<file path="src/rtl/wb_pkg.sv">
// Shared definitions for the Wishbone classic initiator bridge:
// response status codes and the bridge FSM state encoding.
package wb_pkg;

  localparam logic [1:0] WB_ST_OK  = 2'b00;
  localparam logic [1:0] WB_ST_ERR = 2'b01;
  localparam logic [1:0] WB_ST_TMO = 2'b10;

  typedef enum logic [1:0] {
    WBM_IDLE = 2'd0,
    WBM_BUS  = 2'd1,
    WBM_RESP = 2'd2
  } wbm_state_t;

endpackage

</file>
<file path="src/rtl/wbm_timeout_ctr.sv">
// Bus-cycle watchdog: clearable, enabled up-counter whose expire flag is high
// while the count sits at TIMEOUT-1.
module wbm_timeout_ctr #(
  parameter int TIMEOUT   = 64,
  parameter int TIMEOUT_W = 7
) (
  input  logic clk_i,
  input  logic rst_i,
  input  logic clr_i,
  input  logic en_i,
  output logic expire_o
);

  logic [TIMEOUT_W-1:0] cnt_q, cnt_d;

  always_comb begin
    cnt_d = cnt_q;
    if (clr_i)
      cnt_d = '0;
    else if (en_i)
      cnt_d = cnt_q + TIMEOUT_W'(1);
  end

  always_ff @(posedge clk_i or posedge rst_i) begin
    if (rst_i)
      cnt_q <= '0;
    else
      cnt_q <= cnt_d;
  end

  assign expire_o = (cnt_q == TIMEOUT_W'(TIMEOUT - 1));

endmodule

</file>
<file path="src/rtl/wb_master_bridge.sv">
// Wishbone classic initiator: one command on the valid/ready port becomes one
// single-beat bus cycle, answered by one response carrying data and status.
module wb_master_bridge
  import wb_pkg::*;
#(
  parameter int TIMEOUT   = 64,
  parameter int TIMEOUT_W = 7
) (
  input  logic        wb_clk_i,
  input  logic        wb_rst_i,
  input  logic        cmd_valid,
  output logic        cmd_ready,
  input  logic        cmd_we,
  input  logic [31:0] cmd_adr,
  input  logic [31:0] cmd_dat,
  input  logic [3:0]  cmd_sel,
  output logic        rsp_valid,
  input  logic        rsp_ready,
  output logic [31:0] rsp_dat,
  output logic [1:0]  rsp_status,
  output logic        busy,
  output logic        wbm_cyc_o,
  output logic        wbm_stb_o,
  output logic        wbm_we_o,
  output logic [3:0]  wbm_sel_o,
  output logic [31:0] wbm_adr_o,
  output logic [31:0] wbm_dat_o,
  input  logic [31:0] wbm_dat_i,
  input  logic        wbm_ack_i,
  input  logic        wbm_err_i
);

  wbm_state_t  state_q, state_d;
  logic        cmd_ready_q, cmd_ready_d;
  logic        busy_q, busy_d;
  logic        cyc_q, cyc_d;
  logic        we_q, we_d;
  logic [3:0]  sel_q, sel_d;
  logic [31:0] adr_q, adr_d;
  logic [31:0] dat_q, dat_d;
  logic        rsp_valid_q, rsp_valid_d;
  logic [31:0] rsp_dat_q, rsp_dat_d;
  logic [1:0]  rsp_status_q, rsp_status_d;
  logic        ctr_clr, ctr_en, ctr_expire;

  wbm_timeout_ctr #(
    .TIMEOUT   (TIMEOUT),
    .TIMEOUT_W (TIMEOUT_W)
  ) u_tmo (
    .clk_i    (wb_clk_i),
    .rst_i    (wb_rst_i),
    .clr_i    (ctr_clr),
    .en_i     (ctr_en),
    .expire_o (ctr_expire)
  );

  always_comb begin
    state_d      = state_q;
    cmd_ready_d  = cmd_ready_q;
    busy_d       = busy_q;
    cyc_d        = cyc_q;
    we_d         = we_q;
    sel_d        = sel_q;
    adr_d        = adr_q;
    dat_d        = dat_q;
    rsp_valid_d  = rsp_valid_q;
    rsp_dat_d    = rsp_dat_q;
    rsp_status_d = rsp_status_q;
    ctr_clr      = 1'b0;
    ctr_en       = 1'b0;
    case (state_q)
      WBM_IDLE: begin
        if (cmd_valid && cmd_ready_q) begin
          we_d        = cmd_we;
          adr_d       = cmd_adr;
          sel_d       = cmd_sel;
          dat_d       = cmd_we ? cmd_dat : 32'h0;
          cyc_d       = 1'b1;
          cmd_ready_d = 1'b0;
          busy_d      = 1'b1;
          ctr_clr     = 1'b1;
          state_d     = WBM_BUS;
        end
      end
      WBM_BUS: begin
        ctr_en = 1'b1;
        // err beats ack, and either beats a timeout expiring in the same cycle
        if (wbm_err_i || wbm_ack_i || ctr_expire) begin
          cyc_d       = 1'b0;
          rsp_valid_d = 1'b1;
          rsp_dat_d   = 32'h0;
          state_d     = WBM_RESP;
          if (wbm_err_i) begin
            rsp_status_d = WB_ST_ERR;
          end else if (wbm_ack_i) begin
            rsp_status_d = WB_ST_OK;
            rsp_dat_d    = we_q ? 32'h0 : wbm_dat_i;
          end else begin
            rsp_status_d = WB_ST_TMO;
          end
        end
      end
      WBM_RESP: begin
        if (rsp_ready) begin
          rsp_valid_d = 1'b0;
          busy_d      = 1'b0;
          cmd_ready_d = 1'b1;
          state_d     = WBM_IDLE;
        end
      end
      default: begin
        state_d     = WBM_IDLE;
        cyc_d       = 1'b0;
        rsp_valid_d = 1'b0;
        busy_d      = 1'b0;
        cmd_ready_d = 1'b1;
      end
    endcase
  end

  always_ff @(posedge wb_clk_i or posedge wb_rst_i) begin
    if (wb_rst_i) begin
      state_q      <= WBM_IDLE;
      cmd_ready_q  <= 1'b1;
      busy_q       <= 1'b0;
      cyc_q        <= 1'b0;
      we_q         <= 1'b0;
      sel_q        <= '0;
      adr_q        <= '0;
      dat_q        <= '0;
      rsp_valid_q  <= 1'b0;
      rsp_dat_q    <= '0;
      rsp_status_q <= WB_ST_OK;
    end else begin
      state_q      <= state_d;
      cmd_ready_q  <= cmd_ready_d;
      busy_q       <= busy_d;
      cyc_q        <= cyc_d;
      we_q         <= we_d;
      sel_q        <= sel_d;
      adr_q        <= adr_d;
      dat_q        <= dat_d;
      rsp_valid_q  <= rsp_valid_d;
      rsp_dat_q    <= rsp_dat_d;
      rsp_status_q <= rsp_status_d;
    end
  end

  assign cmd_ready  = cmd_ready_q;
  assign busy       = busy_q;
  assign wbm_cyc_o  = cyc_q;
  assign wbm_stb_o  = cyc_q;
  assign wbm_we_o   = we_q;
  assign wbm_sel_o  = sel_q;
  assign wbm_adr_o  = adr_q;
  assign wbm_dat_o  = dat_q;
  assign rsp_valid  = rsp_valid_q;
  assign rsp_dat    = rsp_dat_q;
  assign rsp_status = rsp_status_q;

endmodule

</file>
<file path="config.mk">
export PLATFORM = sky130hd
export DESIGN_NAME = wb_master_bridge
export DESIGN_NICKNAME = d
export VERILOG_FILES = /design/src/rtl/wb_pkg.sv /design/src/rtl/wbm_timeout_ctr.sv /design/src/rtl/wb_master_bridge.sv
export SDC_FILE = /design/constraint.sdc
export NUM_CORES = 1
export LEC_CHECK = 0
export ABC_CLOCK_PERIOD_IN_PS = 5900
export BUFFER_PORTS_ARGS = -buffer_cell sky130_fd_sc_hd__buf_2
export CAP_MARGIN = 20
export CORE_ASPECT_RATIO = 1.25
export CORE_MARGIN = 5
export CORE_UTILIZATION = 51
export CTS_CLUSTER_DIAMETER = 200
export DETAILED_ROUTE_END_ITERATION = 8
export GPL_TIMING_DRIVEN = 0
export PLACE_DENSITY = 0.85
export SKIP_CTS_REPAIR_TIMING = 1
export SYNTH_ARGS = -nofsm -noshare
export SYNTH_HDL_FRONTEND = slang
export SYNTH_SLANG_ARGS = --single-unit
</file>
<file path="constraint.sdc">
create_clock -name wb_clk_i -period 5.9 [get_ports wb_clk_i]
set_clock_uncertainty 0.15 [all_clocks]
set_input_delay 0.59 -clock wb_clk_i [delete_from_list [all_inputs] [get_ports wb_clk_i]]
set_output_delay 0.59 -clock wb_clk_i [all_outputs]
set_load 0.005 [all_outputs]
</file>
==> results.toml <==
[worst_setup_path]
start_kind = "flop"
max_stage_delay_ps = 430
cp.required_ps = 5160
worstSetupPathType = "flop to output pin"
rrSetupSlack_ps = 4090
critPathMaxFanout = 4
r2r_cells = 6
arrival_ps = 1080
path_cells = "buf_4, buf_2"
endpoint_kind = "output pin"
r2r-start = "u_tmo.cnt_q[0]"
regToRegEndpoint = "rsp_dat[16]"
cpMaxStageDelayCell = "dfrtp_1"

[cells_and_area]
final_cell_mix = "buf_2, dfrtp_1, nand2_1, mux2_4, inv_1"
mostFrequentLayoutCell = "buf_2"
drive_above_1_share_pct = 45.7
area_growth_pct = 36.8
finalNetCount = 772
antenna_cells = 0

[power]
power_switching_mw = 0.708
clockPowerShare_pct = 38.2
p_int_mw = 2.00
p_comb_share_pct = 20.3
finalPower_mw = 2.71
irDropWorstVdd_v = 0.000280
powerDensity_nw_per_um2 = 394
seqPwrFrac_pct = 41.5
power_leakage_nw = 3.69
swShare_pct = 26.1

[yosys]
synthTopCellsByArea = "dfrtp_1, mux2_4, nand2_1"
ys_seq_elements = 116
synthDistinctLibCells = 39
synth.yosys.seq_area_share_pct = 57.7
syn_nets = 539
yosys_warnings = 0
netlist_area_um2 = 5030
synth_top_area_share_pct = 57.2
avgSynthCellArea_um2 = 11.7
yosysTopAreaCell = "dfrtp_1"
synth_cells = 431

[die]
io_pins = 215
core_area_um2 = 9660
start_util_pct = 52.1
fp.dieH_um = 121
die_w_um = 98.9
die_area_um2 = 12000
rows = 40

[timing]
period_needed_ps = 1820
slew_headroom_pct = 43.9
worst_slew_pin_slew_ps = 841
fin_hold_ws_ps = 203
worst_slack_ps = 4080
finalHoldViolations = 0
slew_viol_final = 0
timing.final.crit_share_pct = 30.9
rsz0062_at_grt = "no"
setup_tns_ps = 0
finalSetupViolCount = 0
max_freq_mhz = 548

[route]
dr.pass1.iters = 5
finalWirelength_um = 12900
drt-wirelength-per-cell_um = 16.1
ant_nets = 0
avgViaCountPerCell = 4.98
drc = 0
initialDrtViolationCount = 127
num_vias = 3993

[global_route]
grt_max_degree = 69
overflow = 0
grt_pass1_wl_um = 20700
grt_pass1_vias = 4289
grt_usage_pct = 21.7
antenna_found_initial = 1

[cts]
cts_buffers = 17
clock_latency_ps = 390
ctsHtreeMaxLevel = 4
cts_root_buffer = "clkbuf_16"
clkTransAtPathRegs_ps = 50
numClockSinks = 116
cts_tree = "built"
cts_buffer_depth = 2

[worst_hold_path]
holdCritPathClass = "input port to async pin"

[place]
gp_congestion = 0.858
hpwl_um = 9710
dpl_worst_slack_ps = 3950
port_buffers = 213

[outcome]
status = "finished clean"

[job]
drv_cap = 0
-- how the worst max path moves through the flow --
stage	start	to	slack (ps)
6_report	wbm_cyc_o	wbm_stb_o	4080
5_1_grt	u_tmo.cnt_q[0]	rsp_dat[16]	3950
4_1_cts	wbm_cyc_o	wbm_stb_o	4060
3_5_place_dp	wbm_err_i	rsp_dat[2]	3950
3_3_place_gp	wb_rst_i	wbm_dat_o[21]	1010
2_1_floorplan	wb_rst_i	busy	2090
-- cell usage after synthesis --
library cell,instances
buf_6,8
o2111ai_1,1
nor3b_2,1
or4_1,1
o211ai_1,1
o21ai_1,10
a21oi_1,3
dfrtp_1,115
nand3b_1,1
xor2_1,1
nor2_1,5
buf_2,5
o2bb2ai_1,1
buf_12,3
ha_1,1
nor2b_1,1
o32ai_1,1
buf_4,2
nand3_1,7
and3b_2,1
mux2_4,37
nand2_1,99
a21o_2,1
o22ai_2,1
a31o_2,1
nand2b_1,3
mux2i_1,33
a21boi_0,1
inv_1,37
a21o_1,1
nand4_2,1
o22a_1,1
clkbuf_1,9
o21ai_0,31
nand2b_4,1
o22a_2,1
or3_1,1
nand4bb_1,2
dfstp_2,1
-- area by class of cell --
type	instances	area, µm²
Buffer	27	224
Clock buffer	21	470
Clock inverter	10	130
Fill cell	703	2770
Inverter	37	141
Multi-Input combinational cell	251	1770
Sequential cell	116	2900
Tap cell	126	158
Timing Repair Buffer	214	1090
-- power groups by stage --
stage          sequential (mW)  clock [mW]  combinational [mW]
2_1_floorplan             1.13           0               0.256
3_3_place_gp              1.12           0               0.535
3_5_place_dp              1.13           0               0.560
4_1_cts                   1.12        1.05               0.562
5_1_grt                   1.15        1.09               0.610
6_report                  1.12        1.04               0.551
-- flip-flops by register name (all words and copies together) (netlist names) --
signal,count
busy,1
wbm_dat_o,32
rsp_status,2
wbm_adr_o,32
rsp_dat,32
wbm_we_o,1
state_q,2
rsp_valid,1
wbm_cyc_o,1
u_tmo.cnt_q,7
wbm_sel_o,4
cmd_ready,1
-- routing by layer --
layer  share of wire (%)  GRT usage [%]  vias up
met5               0.054              0        -
met4                 2.3           7.77        2
met3                 8.7           7.99       27
met2                  50           37.2      185
met1                  39           24.6     1903
li1                    -              -     1876
-- critical path: cells and delay by family (launching register included) --
kind | cells | cell delay [ps]
buf+inv | 2 | 260
flops | 1 | 430
-- through the flow --
| stage | util (%) | std cells | area (µm²) |
|---|---|---|---|
| floorplan | - | 431 | 5030 |
| global placement | 64.8 | 770 | 6260 |
| detailed placement | 65.1 | 771 | 6290 |
| CTS | 71.3 | 802 | 6890 |
| global route | 71.3 | 802 | 6890 |
| finish | 71.3 | 802 | 6890 |
-- kinds of logic (layout without fill, tap and decap cells) --
kind of cell | after synthesis | count (layout) | share of synthesized area [%]
muxes | 70 | 70 | 17.6
adders and majority gates | 1 | 1 | 0.248
buffers and inverters | 64 | 309 | 7.21
AOI/OAI and AO/OA | 55 | 55 | 6.31
and+or+nand+nor | 124 | 124 | 10.8
DFF | 116 | 116 | 57.7
xor gates and xnor gates | 1 | 1 | 0.174
No activity file was read; power rests on OpenSTA's default activity.
